--- src/rtl/sdram_pkg.sv ---
// rtl/sdram_pkg.sv - SDRAM command encodings, address constants and refresh FSM state encoding
// Shared by the init, auto-refresh and arbiter stages.
package sdram_pkg;

    localparam logic [3:0]  CMD_NOP          = 4'b0111;
    localparam logic [3:0]  CMD_PRECHARGE    = 4'b0010;
    localparam logic [3:0]  CMD_AUTO_REFRESH = 4'b0001;

    localparam logic [11:0] ADDR_ALL_BANKS   = 12'h400;
    localparam logic [11:0] ADDR_ZERO        = 12'h000;

    localparam logic [2:0]  ST_IDLE     = 3'd0;
    localparam logic [2:0]  ST_PRE      = 3'd1;
    localparam logic [2:0]  ST_WAIT_TRP = 3'd2;
    localparam logic [2:0]  ST_AREF     = 3'd3;
    localparam logic [2:0]  ST_WAIT_TRC = 3'd4;
    localparam logic [2:0]  ST_DONE     = 3'd5;

    // Command driven on the bus while the refresh FSM sits in a given state.
    function automatic logic [3:0] aref_state_cmd(input logic [2:0] st);
        case (st)
            ST_PRE:  aref_state_cmd = CMD_PRECHARGE;
            ST_AREF: aref_state_cmd = CMD_AUTO_REFRESH;
            default: aref_state_cmd = CMD_NOP;
        endcase
    endfunction

endpackage

--- src/rtl/sdram_aref.sv ---
// rtl/sdram_aref.sv - SDRAM auto-refresh stage: interval timer, request/grant, PRECHARGE ALL + AUTO REFRESH burst
// Optional sticky overrun flag under SDRAM_AREF_OVERRUN_EN.
module sdram_aref
    import sdram_pkg::*;
#(
    parameter int REF_PERIOD = 780,
    parameter int TRP_CLK    = 2,
    parameter int TRC_CLK    = 7,
    parameter int AREF_NUM   = 2
) (
    input  logic        sys_clk,
    input  logic        sys_rst_n,
    input  logic        flag_init_end,
    input  logic        aref_en,
    output logic        aref_req,
    output logic [3:0]  aref_cmd,
    output logic [11:0] aref_addr,
    output logic        flag_aref_end
`ifdef SDRAM_AREF_OVERRUN_EN
    ,
    output logic        aref_overrun
`endif
);

    localparam int TW       = (REF_PERIOD > 1) ? $clog2(REF_PERIOD) : 1;
    localparam int WAIT_MAX = (TRP_CLK > TRC_CLK) ? TRP_CLK : TRC_CLK;
    localparam int WW       = (WAIT_MAX > 1) ? $clog2(WAIT_MAX) : 1;

    localparam logic [TW-1:0] TIMER_LAST = TW'(REF_PERIOD - 1);
    localparam logic [WW-1:0] TRP_LAST   = WW'((TRP_CLK > 0) ? TRP_CLK - 1 : 0);
    localparam logic [WW-1:0] TRC_LAST   = WW'((TRC_CLK > 0) ? TRC_CLK - 1 : 0);
    localparam logic [2:0]    REF_TOTAL  = 3'(AREF_NUM);
    localparam logic [2:0]    REF_LAST   = 3'(AREF_NUM - 1);

    logic [2:0]    r_state;
    logic [TW-1:0] r_timer;
    logic [WW-1:0] r_wait;
    logic [2:0]    r_ref_cnt;
    logic          r_aref_req;
    logic [3:0]    r_cmd;
    logic [11:0]   r_addr;
    logic          r_end;

    logic          w_wrap;
    logic          w_accept;
    logic [2:0]    w_next_state;

    assign w_wrap   = flag_init_end && (r_timer == TIMER_LAST);
    assign w_accept = (r_state == ST_IDLE) && r_aref_req && aref_en;

    // Interval timer is independent of grants so refreshes stay evenly spaced.
    always_ff @(posedge sys_clk or negedge sys_rst_n) begin
        if (!sys_rst_n) begin
            r_timer <= '0;
        end else if (!flag_init_end || w_wrap) begin
            r_timer <= '0;
        end else begin
            r_timer <= r_timer + 1'b1;
        end
    end

    // A wrap coinciding with an accept keeps the request high for the next interval.
    always_ff @(posedge sys_clk or negedge sys_rst_n) begin
        if (!sys_rst_n) begin
            r_aref_req <= 1'b0;
        end else if (w_wrap) begin
            r_aref_req <= 1'b1;
        end else if (w_accept) begin
            r_aref_req <= 1'b0;
        end
    end

    always_comb begin
        w_next_state = r_state;
        case (r_state)
            ST_IDLE: begin
                if (w_accept) begin
                    w_next_state = ST_PRE;
                end
            end
            ST_PRE: begin
                w_next_state = (TRP_CLK == 0) ? ST_AREF : ST_WAIT_TRP;
            end
            ST_WAIT_TRP: begin
                if (r_wait == TRP_LAST) begin
                    w_next_state = ST_AREF;
                end
            end
            ST_AREF: begin
                if (TRC_CLK != 0) begin
                    w_next_state = ST_WAIT_TRC;
                end else if (r_ref_cnt == REF_LAST) begin
                    w_next_state = ST_DONE;
                end else begin
                    w_next_state = ST_AREF;
                end
            end
            ST_WAIT_TRC: begin
                if (r_wait == TRC_LAST) begin
                    w_next_state = (r_ref_cnt == REF_TOTAL) ? ST_DONE : ST_AREF;
                end
            end
            ST_DONE: begin
                w_next_state = ST_IDLE;
            end
            default: begin
                w_next_state = ST_IDLE;
            end
        endcase
    end

    always_ff @(posedge sys_clk or negedge sys_rst_n) begin
        if (!sys_rst_n) begin
            r_state <= ST_IDLE;
        end else begin
            r_state <= w_next_state;
        end
    end

    always_ff @(posedge sys_clk or negedge sys_rst_n) begin
        if (!sys_rst_n) begin
            r_wait <= '0;
        end else if (w_next_state != r_state) begin
            r_wait <= '0;
        end else if (r_state == ST_WAIT_TRP || r_state == ST_WAIT_TRC) begin
            r_wait <= r_wait + 1'b1;
        end
    end

    always_ff @(posedge sys_clk or negedge sys_rst_n) begin
        if (!sys_rst_n) begin
            r_ref_cnt <= '0;
        end else if (r_state == ST_IDLE) begin
            r_ref_cnt <= '0;
        end else if (r_state == ST_AREF) begin
            r_ref_cnt <= r_ref_cnt + 1'b1;
        end
    end

    // Outputs are registered from the next state so they line up with the state cycle.
    always_ff @(posedge sys_clk or negedge sys_rst_n) begin
        if (!sys_rst_n) begin
            r_cmd  <= CMD_NOP;
            r_addr <= ADDR_ZERO;
            r_end  <= 1'b0;
        end else begin
            r_cmd  <= aref_state_cmd(w_next_state);
            r_addr <= (w_next_state == ST_PRE) ? ADDR_ALL_BANKS : ADDR_ZERO;
            r_end  <= (w_next_state == ST_DONE);
        end
    end

    assign aref_req      = r_aref_req;
    assign aref_cmd      = r_cmd;
    assign aref_addr     = r_addr;
    assign flag_aref_end = r_end;

`ifdef SDRAM_AREF_OVERRUN_EN
    logic r_overrun;

    always_ff @(posedge sys_clk or negedge sys_rst_n) begin
        if (!sys_rst_n) begin
            r_overrun <= 1'b0;
        end else if (w_wrap && r_aref_req && !w_accept) begin
            r_overrun <= 1'b1;
        end
    end

    assign aref_overrun = r_overrun;
`endif

endmodule

--- config.mk ---
export PLATFORM = sky130hd
export DESIGN_NAME = sdram_aref
export DESIGN_NICKNAME = d
export VERILOG_FILES = /design/src/rtl/sdram_pkg.sv /design/src/rtl/sdram_aref.sv
export SDC_FILE = /design/constraint.sdc
export NUM_CORES = 1
export LEC_CHECK = 0
export CAP_MARGIN = 25
export CORE_MARGIN = 2
export CORE_UTILIZATION = 47
export CTS_BUF_LIST = sky130_fd_sc_hd__clkbuf_8 sky130_fd_sc_hd__clkbuf_16
export DETAILED_ROUTE_END_ITERATION = 7
export GPL_TIMING_DRIVEN = 0
export PLACE_DENSITY = 0.7
export SETUP_SLACK_MARGIN = 0.02
export SYNTH_ARGS = -nofsm -noshare
export SYNTH_HDL_FRONTEND = slang
export SYNTH_SLANG_ARGS = --single-unit
export TNS_END_PERCENT = 30
--- constraint.sdc ---
create_clock -name sys_clk -period 1.35 [get_ports sys_clk]
set_input_delay 0.2025 -clock sys_clk [delete_from_list [all_inputs] [get_ports sys_clk]]
set_output_delay 0.2025 -clock sys_clk [all_outputs]
set_load 0.02 [all_outputs]
==> results.sh <==
export IMPL_peakVddDrop_uv=898.7
export IMPL_ys_seq_area_share_pct=46.10
export IMPL_wl_per_cell_um=13.44
export IMPL_cts_buffers=3
export IMPL_cts_tree="yes"
export IMPL_cpPeakStageDelay_ns=0.40
export IMPL_drcViolationCount=0
export IMPL_grt_usage_pct=18.16
export IMPL_syn_inst=133
export IMPL_cp_arrival_ns=1.58
export IMPL_diodes=0
export IMPL_pwr_density_cell_nw_per_um2=939.0
export IMPL_core_rowCount=19
export IMPL_first_global_vias=976
export IMPL_numClockSinks=25
export IMPL_synth_edf_count=0
export IMPL_ant_nets=0
export IMPL_synthArstFlopShare_pct=100.0
export IMPL_drt_iter0_drc=11
export IMPL_slowest_stage="dfrtp_1"
export IMPL_overflow=0
export IMPL_drive_above_1_share_pct=32.35
export IMPL_fin_ws_ns=-0.06108
export IMPL_grt_max_degree=19
export IMPL_root_buffer="clkbuf_8"
export IMPL_syn2layout_area_growth_pct=29.70
export IMPL_gp_congestion=0.7777
export IMPL_synth_top_cell_area_share_pct=40.33
export IMPL_die_area_um2=3351
export IMPL_port_buffers=9
export IMPL_ys_warn_count=0
export IMPL_crit_fanout=10
export IMPL_clock_skew_final_ns=0.004119
export IMPL_cpLargestDelayFamily="simple AND/OR/NAND/NOR gates"
export IMPL_cts_path_max_buffers=2
export IMPL_finalMaxSlewViolations=0
export IMPL_rsz0062_at_grt="true"
export IMPL_nNetsFinal=181
export IMPL_leakagePower_uw=0.0008332
export IMPL_fin_hold_ws_ns=0.2482
export IMPL_status="finished, violations left"
export IMPL_clk_latency_ns=0.27
export IMPL_startpoint_type="register"
export IMPL_syn_cell_area_um2=1365
export IMPL_initial_core_util_pct=49.50
export IMPL_cts_max_level=1
export IMPL_clk_pin_slew_ns=0.09
export IMPL_final_util_pct=64.20
export IMPL_antenna_found_initial=0
export IMPL_fin_crit_ns=1.411
export IMPL_fmax_mhz=708.7
export IMPL_post_drt_via_cell_ratio=4.841
export IMPL_synthTopCellsByArea="dfrtp_1, buf_4, dfstp_2"
export IMPL_via_count=973
export IMPL_path_class="reg -> reg"
export IMPL_finalSetupViolations=6
export IMPL_place_hpwl_um=1781
export IMPL_hold_path_class="in -> async"
export IMPL_core_um2=2758
export IMPL_drtPass1Iterations=4
export IMPL_routed_wl_um=2701
export IMPL_critPathBufInv=1
export IMPL_die_w_um=57.89
export IMPL_synth_seq_cells=25
export IMPL_max_cap_viol_count=0
export IMPL_period_share_pct=104.5
export IMPL_yosys_area_top_type="dfrtp_1"
export IMPL_end_kind="register"
export IMPL_grt_pass1_wl_um=4519
export IMPL_die_y_um=57.89
export IMPL_ys_flop_type="dfrtp_1"
export IMPL_hold_buffers=0
export IMPL_ys_types=41
export IMPL_hold_violations=0
export IMPL_path_cells="buf_6 -> nand3b_1 -> or3_4 -> a32o_1"
export IMPL_pin_count=22
export IMPL_syn_area_per_cell_um2=10.26
export IMPL_critPathRequiredTime_ns=1.51
export IMPL_failed_checks="negative setup slack"
## synthesized netlist by cell type, types with 2 or more instances
cell      count
dfrtp_1      22
buf_4        13
nor2_1       13
inv_1         8
nand2_1       8
ha_1          6
o21ai_0       6
xnor2_1       6
xor2_1        5
dfstp_2       3
nand4_1       3
nor3_1        3
a21boi_0      2
a22o_1        2
and2_1        2
and2b_4       2
nand2b_1      2
nand3_1       2
nor2b_1       2
or3_1         2
## power breakdown
group / switching (uW) / internal [uW]
registers: 39.8 / 792
clock network: 240 / 204
logic: 189 / 198
## cells by family after synthesis
family          count (synthesis)  synth area share, %
buf+inv                        24                10.81
xor+xnor                       11                7.058
simple gates                   43                16.41
fa+ha+maj                       6                5.499
other cells                     1               0.2747
flops                          25                46.10
compound gates                 21                12.28
mux                             2                1.558
## registers in the layout, indices dropped and copies added (netlist names)
name / cells
aref_addr: 1
aref_cmd: 3
aref_req: 1
flag_aref_end: 1
r_ref_cnt: 3
r_state: 3
r_timer: 10
r_wait: 3
## routing by layer
layer / track usage, % / part of all wire (%)
met5: 0 / 0
met4: 8.638 / 0.85
met3: 5.134 / 3.2
met2: 29.55 / 54
met1: 22.24 / 42
## placed cells by master, fill, tap and decap left out, types with 2 or more instances in the layout
master,instances
nand2b_1,2
nand3_1,2
clkbuf_8,3
a21bo_2,2
nand4_1,3
clkdlybuf4s15_1,3
xnor2_1,6
xor2_2,2
clkdlybuf4s50_1,3
ha_2,2
a22o_1,2
dfrtp_1,21
conb_1,12
o21ai_0,6
ha_1,3
nor2_1,13
and2b_4,2
xor2_1,3
dfstp_2,3
nand2_1,8
nor3_1,2
inv_1,8
buf_4,25
dlygate4sd2_1,3
## per-stage QoR
stage	area (um^2)	worst slack [ns]	instances	setup TNS, ns	power (uW)
after floorplan	1420	0.01290	144	0	1078
after global placement	1549	-0.1784	184	-5.293	1130
after detailed placement	1577	-0.1627	185	-1.797	1154
after CTS	1670	-0.1108	192	-0.6057	1609
after global routing	1770	-0.1379	201	-1.573	1751
final	1770	-0.06108	201	-0.2037	1662
## repair_timing
item	CTS	global route
gates cloned	1	0
pin swaps	12	4
buffers inserted	3	9
setup endpoints to repair	22	20
gates resized for setup	14	10
## worst paths after layout
kind / endpoint / depth (start not counted) / slack [ns] / from
max: aref_req / 4 / -0.06 / r_state[1]
min: r_ref_cnt[1] / 1 / 0.25 / sys_rst_n
max reg2reg: aref_req / 4 / -0.06 / r_state[1]
min reg2reg: aref_req / 1 / 0.53 / aref_req
max in group asynchronous: aref_cmd[0] / 2 / 0.58 / sys_rst_n
min in group sys_clk: aref_req / 1 / 0.53 / aref_req
## cell type report
type	count	area (um^2)
Fill cell	252	987.2
Multi-Input combinational cell	96	708.2
Sequential cell	25	630.6
Timing Repair Buffer	22	203.9
Buffer	15	113.9
Clock buffer	3	41.29
Tap cell	31	38.79
Inverter	8	30.03
Clock inverter	1	3.754
## worst register-to-register path, cell delays in order (launching register included)
cell and delay [ns]:
dfrtp_1 0.40, buf_6 0.15, nand3b_1 0.19, or3_4 0.37, a32o_1 0.21
Note: power is estimated with default switching activity, not from simulation.
